==> config.mk <==
export PLATFORM = sky130hd
export DESIGN_NAME = tiny_rv_hazard_ctrl
export DESIGN_NICKNAME = d
export VERILOG_FILES = /design/src/rtl/tiny_rv_hazard_ctrl.sv
export SDC_FILE = /design/constraint.sdc
export NUM_CORES = 1
export LEC_CHECK = 0
export ABC_AREA = 1
export CAP_MARGIN = 10
export CELL_PAD_IN_SITES_DETAIL_PLACEMENT = 0
export CELL_PAD_IN_SITES_GLOBAL_PLACEMENT = 2
export CORE_ASPECT_RATIO = 0.5
export CORE_MARGIN = 5
export CORE_UTILIZATION = 27
export DETAILED_ROUTE_END_ITERATION = 16
export HOLD_SLACK_MARGIN = 0.06
export PLACE_DENSITY_LB_ADDON = 0.1
export SLEW_MARGIN = 20
export SYNTH_ARGS = -nofsm -noshare
export SYNTH_HDL_FRONTEND = slang
export SYNTH_SLANG_ARGS = --single-unit
==> constraint.sdc <==
create_clock -name i_clk -period 2.1 [get_ports i_clk]
set_clock_uncertainty 0.15 [all_clocks]
set_input_delay 0.21 -clock i_clk [delete_from_list [all_inputs] [get_ports i_clk]]
set_output_delay 0.21 -clock i_clk [all_outputs]
set_load 0.005 [all_outputs]
==> src/rtl/tiny_rv_hazard_ctrl.sv <==
// Hazard/flush controller for the tiny_rv pipeline: memory wait, redirect squash, load-use bubbles.
// Latency: strobes are combinational (zero-cycle); scoreboard, pending redirect and counters update on i_clk.
// Backpressure: i_mem_busy freezes every stage and banks any redirect until the back end can advance.
module tiny_rv_hazard_ctrl #(
  parameter int LOAD_LAT = 2
) (
  input  logic        i_clk,
  input  logic        i_reset,
  input  logic [6:0]  i_dec_opcode,
  input  logic [4:0]  i_dec_rs1,
  input  logic [4:0]  i_dec_rs2,
  input  logic [6:0]  i_rr_opcode,
  input  logic [4:0]  i_rr_rd,
  input  logic        i_mem_busy,
  input  logic        i_ex_redirect,
  output logic        o_stall_front,
  output logic        o_flush_front,
  output logic        o_stall_rr,
  output logic        o_flush_rr,
  output logic        o_stall_back,
  output logic [31:0] o_hazard_cnt,
  output logic [31:0] o_memwait_cnt
);

  localparam logic [6:0] OP_LOAD  = 7'b0000011;
  localparam logic [6:0] OP_LUI   = 7'b0110111;
  localparam logic [6:0] OP_AUIPC = 7'b0010111;
  localparam logic [6:0] OP_JAL   = 7'b1101111;
  localparam logic [6:0] OP_R     = 7'b0110011;
  localparam logic [6:0] OP_S     = 7'b0100011;
  localparam logic [6:0] OP_B     = 7'b1100011;

  // Loads in flight past RR whose data is not yet forwardable; LOAD_LAT=1 needs none.
  localparam int SB_N = LOAD_LAT - 1;
  localparam int SB_W = (SB_N > 0) ? SB_N : 1;

  logic [SB_W-1:0]      sb_vld_q, sb_vld_d;
  logic [SB_W-1:0][4:0] sb_rd_q, sb_rd_d;
  logic                 pend_redir_q, pend_redir_d;
  logic [31:0]          hazard_cnt_q, hazard_cnt_d;
  logic [31:0]          memwait_cnt_q, memwait_cnt_d;

  logic rr_is_load;
  logic rs1_chk, rs2_chk;
  logic rs1_hit, rs2_hit;
  logic hazard;
  logic mode_memwait, mode_flush, mode_hazard;
  logic advance;

  // Decide which decode sources are real reads and whether either hits an unready load result.
  always_comb begin
    rr_is_load = (i_rr_opcode == OP_LOAD);
    rs1_chk    = (i_dec_rs1 != 5'd0) &&
                 !((i_dec_opcode == OP_LUI) || (i_dec_opcode == OP_AUIPC) || (i_dec_opcode == OP_JAL));
    rs2_chk    = (i_dec_rs2 != 5'd0) &&
                 ((i_dec_opcode == OP_R) || (i_dec_opcode == OP_S) || (i_dec_opcode == OP_B));
    rs1_hit    = rr_is_load && (i_rr_rd == i_dec_rs1);
    rs2_hit    = rr_is_load && (i_rr_rd == i_dec_rs2);
    for (int i = 0; i < SB_W; i++) begin
      if (sb_vld_q[i] && (sb_rd_q[i] == i_dec_rs1)) rs1_hit = 1'b1;
      if (sb_vld_q[i] && (sb_rd_q[i] == i_dec_rs2)) rs2_hit = 1'b1;
    end
    hazard = (rs1_chk && rs1_hit) || (rs2_chk && rs2_hit);
  end

  // Priority select: memory wait beats redirect beats load-use bubble beats run.
  always_comb begin
    mode_memwait  = !i_reset && i_mem_busy;
    mode_flush    = !i_reset && !i_mem_busy && (i_ex_redirect || pend_redir_q);
    mode_hazard   = !i_reset && !i_mem_busy && !(i_ex_redirect || pend_redir_q) && hazard;
    advance       = !i_reset && !i_mem_busy;
    o_stall_front = mode_memwait || mode_hazard;
    o_flush_front = mode_flush;
    o_stall_rr    = mode_memwait;
    o_flush_rr    = mode_flush || mode_hazard;
    o_stall_back  = mode_memwait;
    o_hazard_cnt  = i_reset ? 32'd0 : hazard_cnt_q;
    o_memwait_cnt = i_reset ? 32'd0 : memwait_cnt_q;
  end

  // Next-state: scoreboard shifts only when the back end advances; a squashed RR load never enters.
  always_comb begin
    sb_vld_d      = sb_vld_q;
    sb_rd_d       = sb_rd_q;
    pend_redir_d  = pend_redir_q;
    hazard_cnt_d  = hazard_cnt_q;
    memwait_cnt_d = memwait_cnt_q;
    if (i_reset) begin
      sb_vld_d      = '0;
      sb_rd_d       = '0;
      pend_redir_d  = 1'b0;
      hazard_cnt_d  = 32'd0;
      memwait_cnt_d = 32'd0;
    end else begin
      if (mode_memwait) begin
        pend_redir_d  = pend_redir_q || i_ex_redirect;
        memwait_cnt_d = memwait_cnt_q + 32'd1;
      end
      if (mode_flush) pend_redir_d = 1'b0;
      if (mode_hazard) hazard_cnt_d = hazard_cnt_q + 32'd1;
      if (advance) begin
        for (int i = SB_W - 1; i > 0; i--) begin
          sb_vld_d[i] = sb_vld_q[i-1];
          sb_rd_d[i]  = sb_rd_q[i-1];
        end
        sb_vld_d[0] = !mode_flush && rr_is_load && (i_rr_rd != 5'd0);
        sb_rd_d[0]  = i_rr_rd;
      end
      if (SB_N == 0) sb_vld_d = '0;
    end
  end

  // Register all controller state; reset is folded into the _d logic above.
  always_ff @(posedge i_clk) begin
    sb_vld_q      <= sb_vld_d;
    sb_rd_q       <= sb_rd_d;
    pend_redir_q  <= pend_redir_d;
    hazard_cnt_q  <= hazard_cnt_d;
    memwait_cnt_q <= memwait_cnt_d;
  end

endmodule

After elaboration in Yosys (flattened, before gate mapping)
Cells that the tools add are included.

storage, ports and cells
  output and inout port bits = 69
  logic and storage cells = 54
  memories = 0
  RAM bits = 0
  latch bits = 0
  register bits = 71
  input bits = 33
  ROM bits = 0

operators by class
  eq/ne operators = 11
  add/subtract/negate cells = 2
  multiply operators = 0
  reductions and logical operators = 32
  $lt $le $gt $ge = 0
  bitwise operators = 0
  shift-type cells = 0
  muxes and demuxes = 4
  div/mod/pow operators = 0

operator list
  operator               count
  $add 32x1->32 const B  2
  $mux 32                2
  $eq 7x6->1 const B     3
  $eq 5x5->1             4
  $logic_and 1x1->1      15
  $reduce_bool 5->1      3
  $eq 7x7->1 const B     2
  $logic_or 1x1->1       8
  $eq 7x2->1 const B     1
  $eq 7x5->1 const B     1
  $logic_not 1->1        5
  $mux 1                 2
  $reduce_or 2->1        1

Logic depth before layout (Yosys ltp)
Gate-level depths: netlist of run 1.

  depth after elaboration = 9
  mapped depth = 14
  gate-level depth less buffers = 13

Least setup slack after synthesis of run 1
No wires, ideal clock.

  kind = flip-flop to flip-flop
  start point = register memwait_cnt_q[0]
  end point = register memwait_cnt_q[18]
  arrival time = 1.444 ns
  clock period less this slack = 1.715 ns
  setup time = 0.120 ns
  path buffers = 0
  stages on the path, launching flop included = 9
  path slack = 0.385 ns
  data required time = 1.830 ns
  cells stage by stage = dfxtp_1 -> ha_1 -> nand3_1 -> nor2_4 -> nand4_1 -> nor2_1 -> nand3_1 -> o21ai_1 -> a21oi_1

between the ends
  longest elaborated chain between the ends = 1

ends and longest elaborated chain
  item                    RTL line  source
  from (decl)             41        logic [31:0] memwait_cnt_q, memwait_cnt_d;
  from (signal assigned)  119       memwait_cnt_q <= memwait_cnt_d;
  $add 32x1->32           97        memwait_cnt_d = memwait_cnt_q + 32'd1;

Every way passes these cells.
A chain may end at the register's enable or synchronous reset.

Worst setup path in the final report of run 1
  start point = input i_dec_rs1[1]
  end point = output o_flush_rr

between the ends
  longest elaborated chain between the ends = 7
  elaborated cells on any way between the ends = 11
  classes of those cells = eq/ne: 2; mux: 1; reduce/logical: 8

ends and longest elaborated chain
  item                                         RTL line  source
  from (decl)                                  10        input logic [4:0] i_dec_rs1,
  $eq 5x5->1, on equally long branches         57, 60
  $logic_and 1x1->1, on equally long branches  57, 60
  $mux 1                                       60        if (sb_vld_q[i] && (sb_rd_q[i] == i_dec_rs1)) rs1_hit = 1'b1;
  $logic_and 1x1->1 *                          63        hazard = (rs1_chk && rs1_hit) || (rs2_chk && rs2_hit);
  $logic_or 1x1->1 *                           63
  $logic_and 1x1->1 *                          70        mode_hazard = !i_reset && !i_mem_busy && !(i_ex_redirect || pend_redir_q) && hazard;
  $logic_or 1x1->1 *                           75        o_flush_rr = mode_flush || mode_hazard;
  to (decl)                                    19        output logic o_flush_rr,

Every way passes the cells marked *; elsewhere a longest branch is shown, timed or not.

==> results of run 1 <==
## worst max-delay path by stage
stage                        end              from  cells past startpoint  slack (ns)
6_report              o_flush_rr      i_dec_rs1[1]                     10        0.17
2_1_floorplan  memwait_cnt_q[18]  memwait_cnt_q[0]                      8        0.39
4_1_cts               o_flush_rr   i_dec_opcode[4]                     11      0.0004
5_1_grt         hazard_cnt_q[26]   hazard_cnt_q[0]                     11       0.004
3_3_place_gp          o_flush_rr        i_rr_rd[0]                     11       -0.30
3_5_place_dp          o_flush_rr      i_dec_rs1[3]                     12       -0.29
## kinds of logic after synthesis
| kind of cell | Yosys count | synth area share, % |
|---|---|---|
| adders and majority gates | 2 | 0.509 |
| and+or+nand+nor | 538 | 48.8 |
| AOI/OAI and AO/OA | 60 | 6.32 |
| xor gates and xnor gates | 22 | 3.92 |
| buffers and inverters | 133 | 11.1 |
| DFF | 71 | 28.9 |
| muxes | 2 | 0.458 |
## report_power, final
group	switching, W	internal (W)
Sequential	0.00000689	0.00136
Clock	0.000601	0.000905
Combinational	0.000161	0.000136
## worst reg2reg max path, stage by stage, from the launching register on
cell	delay, ns
dfxtp_1	0.38
ha_1	0.22
nand2_2	0.10
nor2_4	0.17
nand3_2	0.12
nor2_2	0.11
nand4_1	0.12
nor2_1	0.19
nand2_1	0.08
nand2_1	0.07
nand2_1	0.04
nor2_1	0.07
## area by class of cell
cell class              instances  area (sq um)  area share, %
inverters                     108           410           6.11
multi-input cells             624          2960           44.0
repair buffers                143          1350           20.1
flip-flops and latches         71          1430           21.2
clock buffers                  10           229           3.41
clock inverters                 5          50.0          0.745
well taps                     234           293           4.36
## sequential cells by signal, indices dropped and copies added (netlist names)
signal	count
hazard_cnt_q	32
sb_rd_q	5
memwait_cnt_q	32
pend_redir_q	1
sb_vld_q	1
## what timing repair did
| item | CTS | global route |
|---|---|---|
| pin swaps | 3 | 5 |
| buffers inserted | 3 | 1 |
| endpoints found under the setup margin | 4 | 26 |
| gates resized for setup | 18 | 17 |
## metrics by stage
stage               setup WS (ns)  utilization [%]  std cells  total power, W
floorplan                   0.385                -        828         0.00152
global placement           -0.303             36.4       1176         0.00169
detailed placement         -0.294             36.4       1176         0.00169
CTS                      0.000443             38.0       1194         0.00324
global route              0.00432             38.2       1195         0.00332
finish                      0.169             38.2       1195         0.00317
## routing by layer
layer  up-vias  track usage (%)  wire length (um)
li1       2839                -                 -
met1      2314             19.9              7870
met2        61             26.1              7410
met3         9             3.80               562
met4         0             2.50               105
met5         -                0                 0
## cell usage in the layout (no fill, tap or decap), drive strengths merged, types with 2 or more instances in the layout
master	n
nand2	242
nor2	193
inv	107
clkdlybuf4s50	87
dfxtp	71
nand3	46
buf	44
a21oi	29
nor3	28
o21ai	25
nand4	20
xor2	18
clkbuf	11
dlygate4sd2	8
clkinv	5
nand3b	5
xnor2	4
nor4	4
o22ai	3
dlymetal6s2s	3
mux2	2
ha	2
==> flow_summary.ini, run 1 <==
[routing]
routedWlPerCell_um = 13.4
drtIter0Drc = 248
detail-route-antenna-nets = 0
dr.pass1.iters = 5
wl_um = 16000
routed_via_density = 4.37
vias = 5223
drc = 0

[setup_path]
worst_r2r_startpoint = hazard_cnt_q[0]
crit_path_end_kind = primary output
worst-setup-path-type = in -> out
worstPathRequired_ns = 1.74
startpoint_type = input pin
worst_path_dominant_cell_family = buffers and inverters
crit_arrival_ns = 1.57
slowest_stage = clkdlybuf4s50_1
cp_cell_sequence = clkdlybuf4s50_1, inv_1, nand2_1, nor4_1, nor2_1, nand2_1, nand2_2, nand2_2, o21ai_1, buf_2
reg2reg_slack_ns = 0.21
critPathBufInv = 3
crit_fanout = 3
reg2reg_to = hazard_cnt_q[28]
cpPeakStageDelay_ns = 0.47
rr_worst_depth = 11

[sta]
fin_hold_ws_ns = 0.112
max_freq_mhz = 518
fin_crit_sh_pct = 91.9
tns_ns = 0
period_needed_ns = 1.93
rsz0062_at_grt = false
finalSetupViolCount = 0
relSlewSlack_pct = 67.0
hold_viol = 0
drv_slew = 0
tightest_slew_ns = 0.491

[power_and_ir_drop]
vdd_drop_max_mv = 0.358
p_leak_nw = 2.58
powerDensity_mw_per_mm2 = 471

[final_layout]
fin_area_sq_mm = 0.00672
areaGrowthSynthToFinish_pct = 36.8
fill_cells = 1940
n_antenna_cell = 0
final_nets = 992
drive_gt1_share_pct = 12.2

[synthesis]
synth_top_area_share_pct = 28.9
synth.net_count = 863
syn_avg_cell_area_sq_um = 5.93
synthTopCellsByArea = dfxtp_1 29%, nand2_1 18%, nor2_1 14%
async_flop_share_pct = 0
ys_ff_latch = 71
synth_cell_types = 34
ys_seq_area_share_pct = 28.9
synth_commonest_cells = 233 x nand2_1, 177 x nor2_1, 103 x inv_1, 71 x dfxtp_1, 40 x nand3_1
synth_edf_count = 0
synth_area_sq_mm = 0.00491
synth_flop_cell = dfxtp_1
synthCells = 828
synth_most_common_cell = nand2_1
ys_warn_count = 0
yosysTopAreaCell = dfxtp_1

[floorplan]
fp.dieW_um = 201
start_util_pct = 27.9
coreArea_sq_mm = 0.0176
num_io_pins = 102
fp.dieH_um = 105
die_area_sq_mm = 0.0212
rows = 34

[cts]
htree_levels = 3
clkSlewWorstSetupHoldPaths_ns = 0.06
cts_buffers = 9
cts-root-buf = clkbuf_16
clock_path_buffers = 2
cts_tree = done
insertion_delay_ns = 0.34
hold_buffers = 0
clock-sinks = 71

[grt]
antenna_found_initial = 0
grt.total_usage_pct = 15.2
grt_pass1_wl_um = 26300
gr-total-overflow = 0
grt_max_degree = 50
grt_pass1_vias = 5100

[placed_design]
placed_cell_area_sq_mm = 0.00640
hpwl_um = 12400
routabilityCongestion = 0.803
portBuffers = 101

[worst_hold_path]
min_to = memwait_cnt_q[29]
min_from = i_reset
min_path_cells = 2
hp-class = in -> reg

[flow_run]
maxCapViolations = 0

[status]
status = complete, no violations
No activity file was read; power rests on OpenSTA's default activity.
==> run 2: changes to the inputs <==
==> constraint.sdc (replaced) <==
create_clock -name i_clk -period 2.1 [get_ports i_clk]
set_clock_uncertainty 0.15 [all_clocks]
set_input_delay 0.42 -clock i_clk [delete_from_list [all_inputs] [get_ports i_clk]]
set_output_delay 0.42 -clock i_clk [all_outputs]
set_load 0.005 [all_outputs]
==> flow_summary.ini, run 2 (synthesized netlist as in run 1, its figures left out) <==
[setup_path]
worst-setup-path-type = in -> out
rr_worst_depth = 11
reg2reg_slack_ns = 0.18
crit_path_end_kind = primary output
worst_r2r_startpoint = hazard_cnt_q[1]
reg2reg_to = hazard_cnt_q[28]
crit_fanout = 4
crit_arrival_ns = 1.51
worstPathRequired_ns = 1.53
startpoint_type = input pin

[floorplan]
rows = 34
num_io_pins = 102
coreArea_sq_mm = 0.0176
die_area_sq_mm = 0.0212
fp.dieW_um = 201
fp.dieH_um = 105
start_util_pct = 27.9

[flow_run]
maxCapViolations = 0

[sta]
fin_crit_sh_pct = 98.9
fin_hold_ws_ns = 0.312
rsz0062_at_grt = true
tightest_slew_ns = 0.518
drv_slew = 0
hold_viol = 0
period_needed_ns = 2.08
max_freq_mhz = 481
relSlewSlack_pct = 65.4
finalSetupViolCount = 0
fin_ws_ns = 0.0226

[placed_design]
hpwl_um = 12600
dpl.cell_count = 1187
routabilityCongestion = 0.795
pre_cts_ws_ns = -0.702
placed_cell_area_sq_mm = 0.00648
portBuffers = 101

[routing]
vias = 5389
detail-route-antenna-nets = 0
drc = 0
drtIter0Drc = 196
wl_um = 16100
routedWlPerCell_um = 13.3
routed_via_density = 4.46
dr.pass1.iters = 4

[cts]
clock_path_buffers = 2
htree_levels = 3
hold_buffers = 0
insertion_delay_ns = 0.34
cts_buffers = 9
cts-root-buf = clkbuf_16
clkSlewWorstSetupHoldPaths_ns = 0.05
clock-sinks = 71
cts_tree = done

[final_layout]
fin_area_sq_mm = 0.00687
layout_common_cells = 228 x nand2_1, 168 x nor2_1, 89 x inv_1
areaGrowthSynthToFinish_pct = 39.9
finish.utilization_pct = 39.0
largest_registers = hazard_cnt_q (32), memwait_cnt_q (32), sb_rd_q (5)
n_antenna_cell = 0
drive_gt1_share_pct = 18.4
fin_cells = 1208
final_nets = 1004
final_common_cell = nand2_1

[power_and_ir_drop]
vdd_drop_max_mv = 0.332
p_leak_nw = 2.90
powerDensity_mw_per_mm2 = 457

[worst_hold_path]
hp-class = in -> reg
min_from = i_rr_rd[4]
min_to = sb_rd_q[4]
min_path_cells = 4

[grt]
antenna_found_initial = 0
grt_max_degree = 50
grt.total_usage_pct = 15.2
grt_pass1_wl_um = 26200
grt_pass1_vias = 5200
gr-total-overflow = 0

[status]
status = complete, no violations
## run 2: worst max path at each step
stage                        start         end  slack, ns  cells past startpoint
floorplan           i_rr_opcode[5]  o_flush_rr       0.22                     10
CTS                   i_dec_rs1[2]  o_flush_rr     -0.007                     11
detailed placement  i_rr_opcode[1]  o_flush_rr      -0.70                     12
global route            sb_rd_q[2]  o_flush_rr      -0.07                     11
finish                i_dec_rs2[1]  o_flush_rr       0.02                     11
global placement        i_rr_rd[0]  o_flush_rr      -0.71                     11
## run 2: area by class of cell
class	count	area (sq um)
timing repair buffer	155	1430
clock buffer	13	260
fill	1958	10700
multi-input combinational	624	3010
clock inverter	3	17.5
sequential	71	1450
inverter	108	410
tap	234	293
## run 2: metrics by stage
stage / power, W / TNS [ns]
after floorplan: 0.00152 / 0
after CTS: 0.00320 / -0.00709
after global routing: 0.00329 / -0.127
final: 0.00314 / 0
after detailed placement: 0.00171 / -17.67
after global placement: 0.00171 / -18.46
## run 2: critical path: stages
cell and delay (ns):
dlygate4sd2_1 0.25, inv_2 0.10, o21ai_0 0.08, nor2_1 0.11, nand3_1 0.09, nand2_1 0.07, nand2_1 0.06, nand2_2 0.08
nand2_2 0.07, o21ai_2 0.05, buf_2 0.12
## run 2: per-layer routing
metal / wire length, um / GRT usage, % / share of wire, %
met5: 0 / 0 / 0
met1: 7840 / 19.6 / 49
met2: 7520 / 26.0 / 47
met4: 181 / 3.63 / 1.1
met3: 562 / 3.80 / 3.5
## run 2: power by group
part | internal, W | switching, W | total [W]
sequential | 0.00136 | 0.00000719 | 0.00136
combinational | 0.000140 | 0.000169 | 0.000308
clock | 0.000862 | 0.000609 | 0.00147
## run 2: what timing repair did
| item | 4_1_cts | 5_1_grt |
|---|---|---|
| setup endpoints to repair | 37 | 48 |
| pin swaps | 24 | 32 |
| gates resized for setup | 79 | 74 |
| setup buffers | 5 | 0 |
